--- config.mk ---
export PLATFORM = sky130hd
export DESIGN_NAME = mem_copy_dma_flat
export DESIGN_NICKNAME = d
export VERILOG_FILES = /design/src/rtl/mem_copy_dma_pkg.sv /design/src/rtl/mem_copy_dma_if.sv /design/src/rtl/mem_copy_dma_agu.sv /design/src/rtl/mem_copy_dma.sv /design/src/flat_wrapper.sv
export SDC_FILE = /design/constraint.sdc
export NUM_CORES = 1
export LEC_CHECK = 0
export ABC_AREA = 0
export BUFFER_PORTS_ARGS = -buffer_cell sky130_fd_sc_hd__buf_2
export CAP_MARGIN = 0
export CORE_UTILIZATION = 52
export DETAILED_ROUTE_END_ITERATION = 10
export PLACE_DENSITY_LB_ADDON = 0.1
export SKIP_LAST_GASP = 1
export SLEW_MARGIN = 10
export SYNTH_ARGS = -nofsm -noshare
export SYNTH_HDL_FRONTEND = slang
export SYNTH_SLANG_ARGS = --single-unit
--- constraint.sdc ---
create_clock -name clka -period 4.3 [get_ports clka]
set_input_delay 0.86 -clock clka [delete_from_list [all_inputs] [get_ports clka]]
set_output_delay 0.86 -clock clka [all_outputs]
set_load 0.02 [all_outputs]
--- src/rtl/mem_copy_dma_pkg.sv ---
// Shared constants and state encoding for the main-memory port pair and its initiators.
package mem_copy_dma_pkg;
   localparam int DATA      = 18;
   localparam int ADDR      = 14;
   localparam int MEM_WORDS = 11264;

   typedef enum logic [1:0] {IDLE, RUN, DRAIN, DONE} state_t;
endpackage

--- src/rtl/mem_copy_dma_if.sv ---
// Dual-port main memory bus: port A is the read side, port B is the write side.
interface mem_copy_dma_if #(
   parameter int DATA = mem_copy_dma_pkg::DATA,
   parameter int ADDR = mem_copy_dma_pkg::ADDR
);
   logic            wea;
   logic [DATA-1:0] dina;
   logic [ADDR-1:0] addra;
   logic [DATA-1:0] douta;
   logic            web;
   logic [ADDR-1:0] addrb;
   logic [DATA-1:0] dinb;
   logic [DATA-1:0] doutb;

   modport master (output wea, dina, addra, web, addrb, dinb, input douta, doutb);
   modport slave  (input wea, dina, addra, web, addrb, dinb, output douta, doutb);
endinterface

--- src/rtl/mem_copy_dma_agu.sv ---
// Range check, copy direction and read-offset counter for the block copy engine.
module mem_copy_dma_agu #(
   parameter int ADDR      = mem_copy_dma_pkg::ADDR,
   parameter int MEM_WORDS = mem_copy_dma_pkg::MEM_WORDS
) (
   input  logic            clka,
   input  logic            rst,
   input  logic            load,
   input  logic            step,
   input  logic [ADDR-1:0] src,
   input  logic [ADDR-1:0] dst,
   input  logic [ADDR-1:0] len,
   output logic [ADDR-1:0] off,
   output logic            last,
   output logic            bwd,
   output logic            range_err
);
   logic [ADDR:0]   src_end;
   logic [ADDR:0]   dst_end;
   logic            bwd_n;
   logic [ADDR-1:0] rem;

   assign src_end   = {1'b0, src} + {1'b0, len};
   assign dst_end   = {1'b0, dst} + {1'b0, len};
   assign range_err = (src_end > (ADDR+1)'(MEM_WORDS)) || (dst_end > (ADDR+1)'(MEM_WORDS));
   // Destination starting inside the source run must be filled from the top down.
   assign bwd_n     = (dst > src) && ({1'b0, dst} < src_end);
   assign last      = (rem == ADDR'(1));

   always_ff @(posedge clka) begin
      if (rst) begin
         off <= '0;
         rem <= '0;
         bwd <= 1'b0;
      end else if (load) begin
         bwd <= bwd_n;
         off <= bwd_n ? len - ADDR'(1) : '0;
         rem <= len;
      end else if (step) begin
         off <= bwd ? off - ADDR'(1) : off + ADDR'(1);
         rem <= rem - ADDR'(1);
      end
   end
endmodule

--- src/rtl/mem_copy_dma.sv ---
// Hardware memmove over main memory: reads through port A, writes one cycle later through port B.
//  state | meaning
//  IDLE  | waiting for start; latches request and checks range
//  RUN   | issuing one read per cycle
//  DRAIN | last read in flight; final write goes out
//  DONE  | one-cycle completion, done pulse follows
module mem_copy_dma #(
   parameter int DATA      = mem_copy_dma_pkg::DATA,
   parameter int ADDR      = mem_copy_dma_pkg::ADDR,
   parameter int MEM_WORDS = mem_copy_dma_pkg::MEM_WORDS
) (
   input  logic            clka,
   input  logic            rst,
   input  logic            start,
   input  logic [ADDR-1:0] src,
   input  logic [ADDR-1:0] dst,
   input  logic [ADDR-1:0] len,
   output logic            busy,
   output logic            done,
   output logic            err,
   mem_copy_dma_if.master  mem
);
   import mem_copy_dma_pkg::*;

   state_t          state;
   logic [ADDR-1:0] src_q, dst_q, off, poff, addra_q, addrb_q;
   logic            pv, web_q, bad_q, last, bwd, range_err, load, step;
   logic            unused_sig;

   assign load = (state == IDLE) && start;
   assign step = (state == RUN);

   mem_copy_dma_agu #(.ADDR(ADDR), .MEM_WORDS(MEM_WORDS)) u_agu (
      .clka(clka), .rst(rst), .load(load), .step(step),
      .src(src), .dst(dst), .len(len),
      .off(off), .last(last), .bwd(bwd), .range_err(range_err)
   );

   assign mem.wea   = 1'b0;
   assign mem.dina  = '0;
   assign mem.addra = addra_q;
   assign mem.web   = web_q;
   assign mem.addrb = addrb_q;
   // Read data arrives in the same cycle the write is presented, so it passes straight through.
   assign mem.dinb  = web_q ? mem.douta : '0;
   assign unused_sig = ^{mem.doutb, bwd};

   always_ff @(posedge clka) begin
      if (rst) begin
         state   <= IDLE;
         busy    <= 1'b0;
         done    <= 1'b0;
         err     <= 1'b0;
         bad_q   <= 1'b0;
         web_q   <= 1'b0;
         pv      <= 1'b0;
         poff    <= '0;
         addra_q <= '0;
         addrb_q <= '0;
         src_q   <= '0;
         dst_q   <= '0;
      end else begin
         done  <= 1'b0;
         web_q <= pv;
         pv    <= 1'b0;
         if (pv) addrb_q <= dst_q + poff;
         case (state)
            IDLE: begin
               if (start) begin
                  src_q <= src;
                  dst_q <= dst;
                  err   <= 1'b0;
                  bad_q <= range_err;
                  if (range_err || len == '0) begin
                     state <= DONE;
                  end else begin
                     state <= RUN;
                     busy  <= 1'b1;
                  end
               end
            end
            RUN: begin
               addra_q <= src_q + off;
               poff    <= off;
               pv      <= 1'b1;
               if (last) state <= DRAIN;
            end
            DRAIN: state <= DONE;
            DONE: begin
               done  <= 1'b1;
               busy  <= 1'b0;
               err   <= bad_q;
               state <= IDLE;
            end
            default: state <= IDLE;
         endcase
      end
   end
endmodule
--- src/flat_wrapper.sv ---
// flat-port wrapper written by rule: the top's interface ports become plain ports
module mem_copy_dma_flat import mem_copy_dma_pkg::*;
#(
   parameter int DATA      = mem_copy_dma_pkg::DATA,
   parameter int ADDR      = mem_copy_dma_pkg::ADDR,
   parameter int MEM_WORDS = mem_copy_dma_pkg::MEM_WORDS
)
  (clka, rst, start, src, dst, len, busy, done, err, mem_wea, mem_dina, mem_addra, mem_web, mem_addrb, mem_dinb, mem_douta, mem_doutb);
  mem_copy_dma_if #(.DATA(DATA), .ADDR(ADDR)) mem_i ();
  input  logic clka;
  input  logic rst;
  input  logic start;
  input  logic [ADDR-1:0] src;
  input  logic [ADDR-1:0] dst;
  input  logic [ADDR-1:0] len;
  output logic busy;
  output logic done;
  output logic err;
  output wire logic [$bits(mem_i.wea)-1:0] mem_wea;
  output wire logic [$bits(mem_i.dina)-1:0] mem_dina;
  output wire logic [$bits(mem_i.addra)-1:0] mem_addra;
  output wire logic [$bits(mem_i.web)-1:0] mem_web;
  output wire logic [$bits(mem_i.addrb)-1:0] mem_addrb;
  output wire logic [$bits(mem_i.dinb)-1:0] mem_dinb;
  input wire logic [$bits(mem_i.douta)-1:0] mem_douta;
  input wire logic [$bits(mem_i.doutb)-1:0] mem_doutb;
  assign mem_wea = mem_i.wea;
  assign mem_dina = mem_i.dina;
  assign mem_addra = mem_i.addra;
  assign mem_web = mem_i.web;
  assign mem_addrb = mem_i.addrb;
  assign mem_dinb = mem_i.dinb;
  assign mem_i.douta = mem_douta;
  assign mem_i.doutb = mem_doutb;
  mem_copy_dma #(.DATA(DATA), .ADDR(ADDR), .MEM_WORDS(MEM_WORDS)) u_core (.clka(clka), .rst(rst), .start(start), .src(src), .dst(dst), .len(len), .busy(busy), .done(done), .err(err), .mem(mem_i));
endmodule
==> metrics.txt <==
status=finished clean; skew final=0.00944 ns; register area share after synthesis=25.5%; CP max stage cell=fa_2; Reg power frac=32.6%; worst rel slew slack=44.9%; Clock Tree Root=clkbuf_16; Setup crit end kind=flop; Core Util, Final=61.9%; warnings from Yosys=0; crit path launch=len[0]; CP Data Required Time=4.58 ns; crit-path cells=buf_8, ha_4, fa_2, a211oi_4, o21ai_4, and2_4, nor2_2, xor2_1, ha_1, a21o_1, a21o_1, a21o_1, a221oi_2, o31ai_1, maj3_2, a21oi_4, buf_12, o211ai_1, a211oi_1; top cells by area, synth=dfxtp_1 26%, ha_1 15%, a21oi_1 5.0%; initial antenna violation count=0; CTS buffer count=9; Buf+Inv Stages, Crit Path=2; Synth Area in Adders=16.1%; final WL=22.0 mm; number of global-route vias before repair=6913; die height=129 um; Synth Area in Simple Gates=19.9%; Period minus WS final=4.22 ns; Clk pwr share=20.2%; largest net degree at the start of global routing=45; 1st-iter DRT viols=433; core region area=0.0158 sq mm; Compound-Gate Fraction of Synth Area=23.0%; IO Count=150; worst setup margin=0.0845 ns; DRT Pass-1 Iters=5; synthesized flop and latch total=107; Final Hold Viols=0; CP arrival=4.49 ns; Synth Instances=1055; Via density=5.50; synth cell count leaders=111 x nand2_1, 107 x dfxtp_1, 99 x ha_1; Synth Area per Inst=7.96 sq um; Max Freq=237 MHz; P per Cell Area=448 mW/mm^2; most frequent cell after synthesis=nand2_1; post-placement cell count=1393; hold_ws=0.460 ns; post-synthesis xor/xnor area fraction=6.37%; total power=4.39 mW; min-delay src=u_core.src_q[5]; DIE WIDTH=129 um; Slew Limit Fails=0; CP max FO=8; Worst Max-Slew Pin Slew=0.823 ns; slowest stage delay, CP=0.39 ns; Worst VDD drop=257 uV; Yosys top cell area share=25.5%; RSZ-0062 raised after global routing=true; Vias=7773; area grow syn2layout=16.8%; first-pass GRT wire length=34.3 mm; Async SR Flop Fraction=0%; Routed wire per std cell=15.5 um; row count=46; worst hold path type=reg -> reg; total grt overflow=0; reg2reg start=u_core.u_agu.bwd; total global routing track utilization=26.3%; clock-pin slew on the worst setup and hold paths=0.07 ns; period utilization=98.0%; Int Power=2.55 mW; Critical Path Most Common Cell=a21o_1; Cell variety after synth=72; antenna diode count=0; Post-Syn Area=0.00839 sq mm; # port buffers=112; worst-skew pair later-pin latency=0.37 ns; CTS tree=built; sw power=1.84 mW; Antenna Violating Nets Remaining=0; # setup viols final=0; Worst Setup Path Type=in -> reg; Longest Clk Path Bufs=2; mux contribution to synthesized area=2.86%; Primary FF master, synth=dfxtp_1; DRC=0; global placement routability congestion=0.900; full die area=0.0167 sq mm; largest family of logic cells by synthesized area=compound AO/OA/AOI/OAI gates; layout cells sized above 1=17.2%; Place WS=-0.292 ns; final cell count without fillers=1412; H-tree level count=3; Final #Nets=1376; Logic pwr share=47.2%; Detail Placement HPWL=17.1 mm; Yosys top cell by area=dfxtp_1; sw frac=41.9%; clk sinks=107; max_cap viols=0; EDFF count, synth=0; Initial Util=53.0%; Top delay family on crit path=compound AO/OA/AOI/OAI gates; Worst setup SP type=input port; Pleak=4.43 nW
## kinds of logic (layout without fill, tap and decap cells)
family,Yosys count,count (layout)
AO/OA/AOI/OAI,285,285
XOR/XNOR,61,61
adder cells (fa/ha/maj),105,105
buffers and inverters,118,241
flip-flops,107,107
multiplexers,24,24
other,1,19
AND/OR/NAND/NOR,354,354
## worst register-to-register path, delay by kind of cell, from the launching register on
kind            cells  cell delay, ns
simple gates        3            0.63
fa+ha+maj           1            0.47
compound gates      6            1.30
flops               1            0.31
buf+inv             2            0.32
## what timing repair did
action / in CTS / in global routing
gates resized for setup: 0 / 11
endpoints found under the setup margin: 0 / 14
hold buffers: 0 / 0
buffers inserted: 0 / 2
## placed cells by master (no fill, tap or decap), types with 4 or more instances in the layout
| cell type | n |
|---|---|
| o31a_1 | 4 |
| nor4_1 | 7 |
| a211o_1 | 8 |
| a211oi_1 | 35 |
| o21ai_1 | 4 |
| and2_1 | 22 |
| clkbuf_16 | 10 |
| o211ai_1 | 15 |
| a21oi_1 | 84 |
| nor2_1 | 96 |
| o21ai_0 | 47 |
| nor2b_1 | 7 |
| xor2_1 | 21 |
| nor3_1 | 30 |
| inv_6 | 4 |
| inv_1 | 58 |
| buf_4 | 51 |
| xnor2_1 | 40 |
| o31ai_1 | 10 |
| a21o_1 | 17 |
| dfxtp_1 | 107 |
| o41ai_1 | 6 |
| or3_1 | 16 |
| conb_1 | 19 |
| buf_2 | 109 |
| o21a_1 | 12 |
| ha_1 | 97 |
| or4_1 | 4 |
| mux2i_1 | 24 |
| nand2_1 | 110 |
| nand4_1 | 9 |
| and3_1 | 4 |
| nand3_1 | 21 |
| nand2b_1 | 8 |
| fa_1 | 4 |
## routing by layer
| metal | global-route usage [%] | vias to the layer above | part of all wire, % |
|---|---|---|---|
| met5 | 0 | - | 0 |
| met4 | 9.41 | 0 | 2.3 |
| met3 | 2.89 | 38 | 4.4 |
| met2 | 43.0 | 213 | 45 |
| met1 | 36.0 | 3487 | 48 |
| li1 | - | 4035 | - |
## worst paths after layout
| kind | to | slack [ns] | cells after the start |
|---|---|---|---|
| worst max-delay path | u_core.u_agu.off[11] | 0.08 | 19 |
| worst min-delay path | u_core.src_q[5] | 0.46 | 2 |
| worst max register to register | u_core.u_agu.off[12] | 1.22 | 12 |
| worst min register to register | u_core.src_q[5] | 0.46 | 2 |
## power by group through the flow
stage | Clock (mW) | Sequential (mW) | Combinational, mW
3_3_place_gp | 0 | 1.45 | 2.01
2_1_floorplan | 0 | 1.42 | 1.49
5_1_grt | 0.943 | 1.46 | 2.31
6_report | 0.887 | 1.43 | 2.08
4_1_cts | 0.901 | 1.43 | 2.04
3_5_place_dp | 0 | 1.45 | 2.02
## metrics by stage
stage | instance area [sq um] | TNS (ns)
floorplan | 8480 | -0.0172
global placement | 9410 | -3.03
detailed placement | 9410 | -3.20
CTS | 9720 | 0
global route | 9800 | -0.968
finish | 9800 | 0
## state kept, by name, summed over array words and instances (netlist names)
signal            flops
u_core.bad_q          1
u_core.busy           1
u_core.done           1
u_core.dst_q         14
u_core.err            1
u_core.mem.addra     14
u_core.mem.addrb     14
u_core.mem.web        1
u_core.poff          14
u_core.pv             1
u_core.src_q         14
u_core.state          2
u_core.u_agu.bwd      1
u_core.u_agu.off     14
u_core.u_agu.rem     14
## layout make-up
class	instances	area, sq um
Fill cell	1475	6020
Multi-Input combinational cell	848	5850
Inverter	61	229
Clock buffer	10	239
Sequential cell	107	2140
Tap cell	216	270
Timing Repair Buffer	164	1000
Clock inverter	6	76.3
Note: power is estimated with default switching activity, not from simulation.
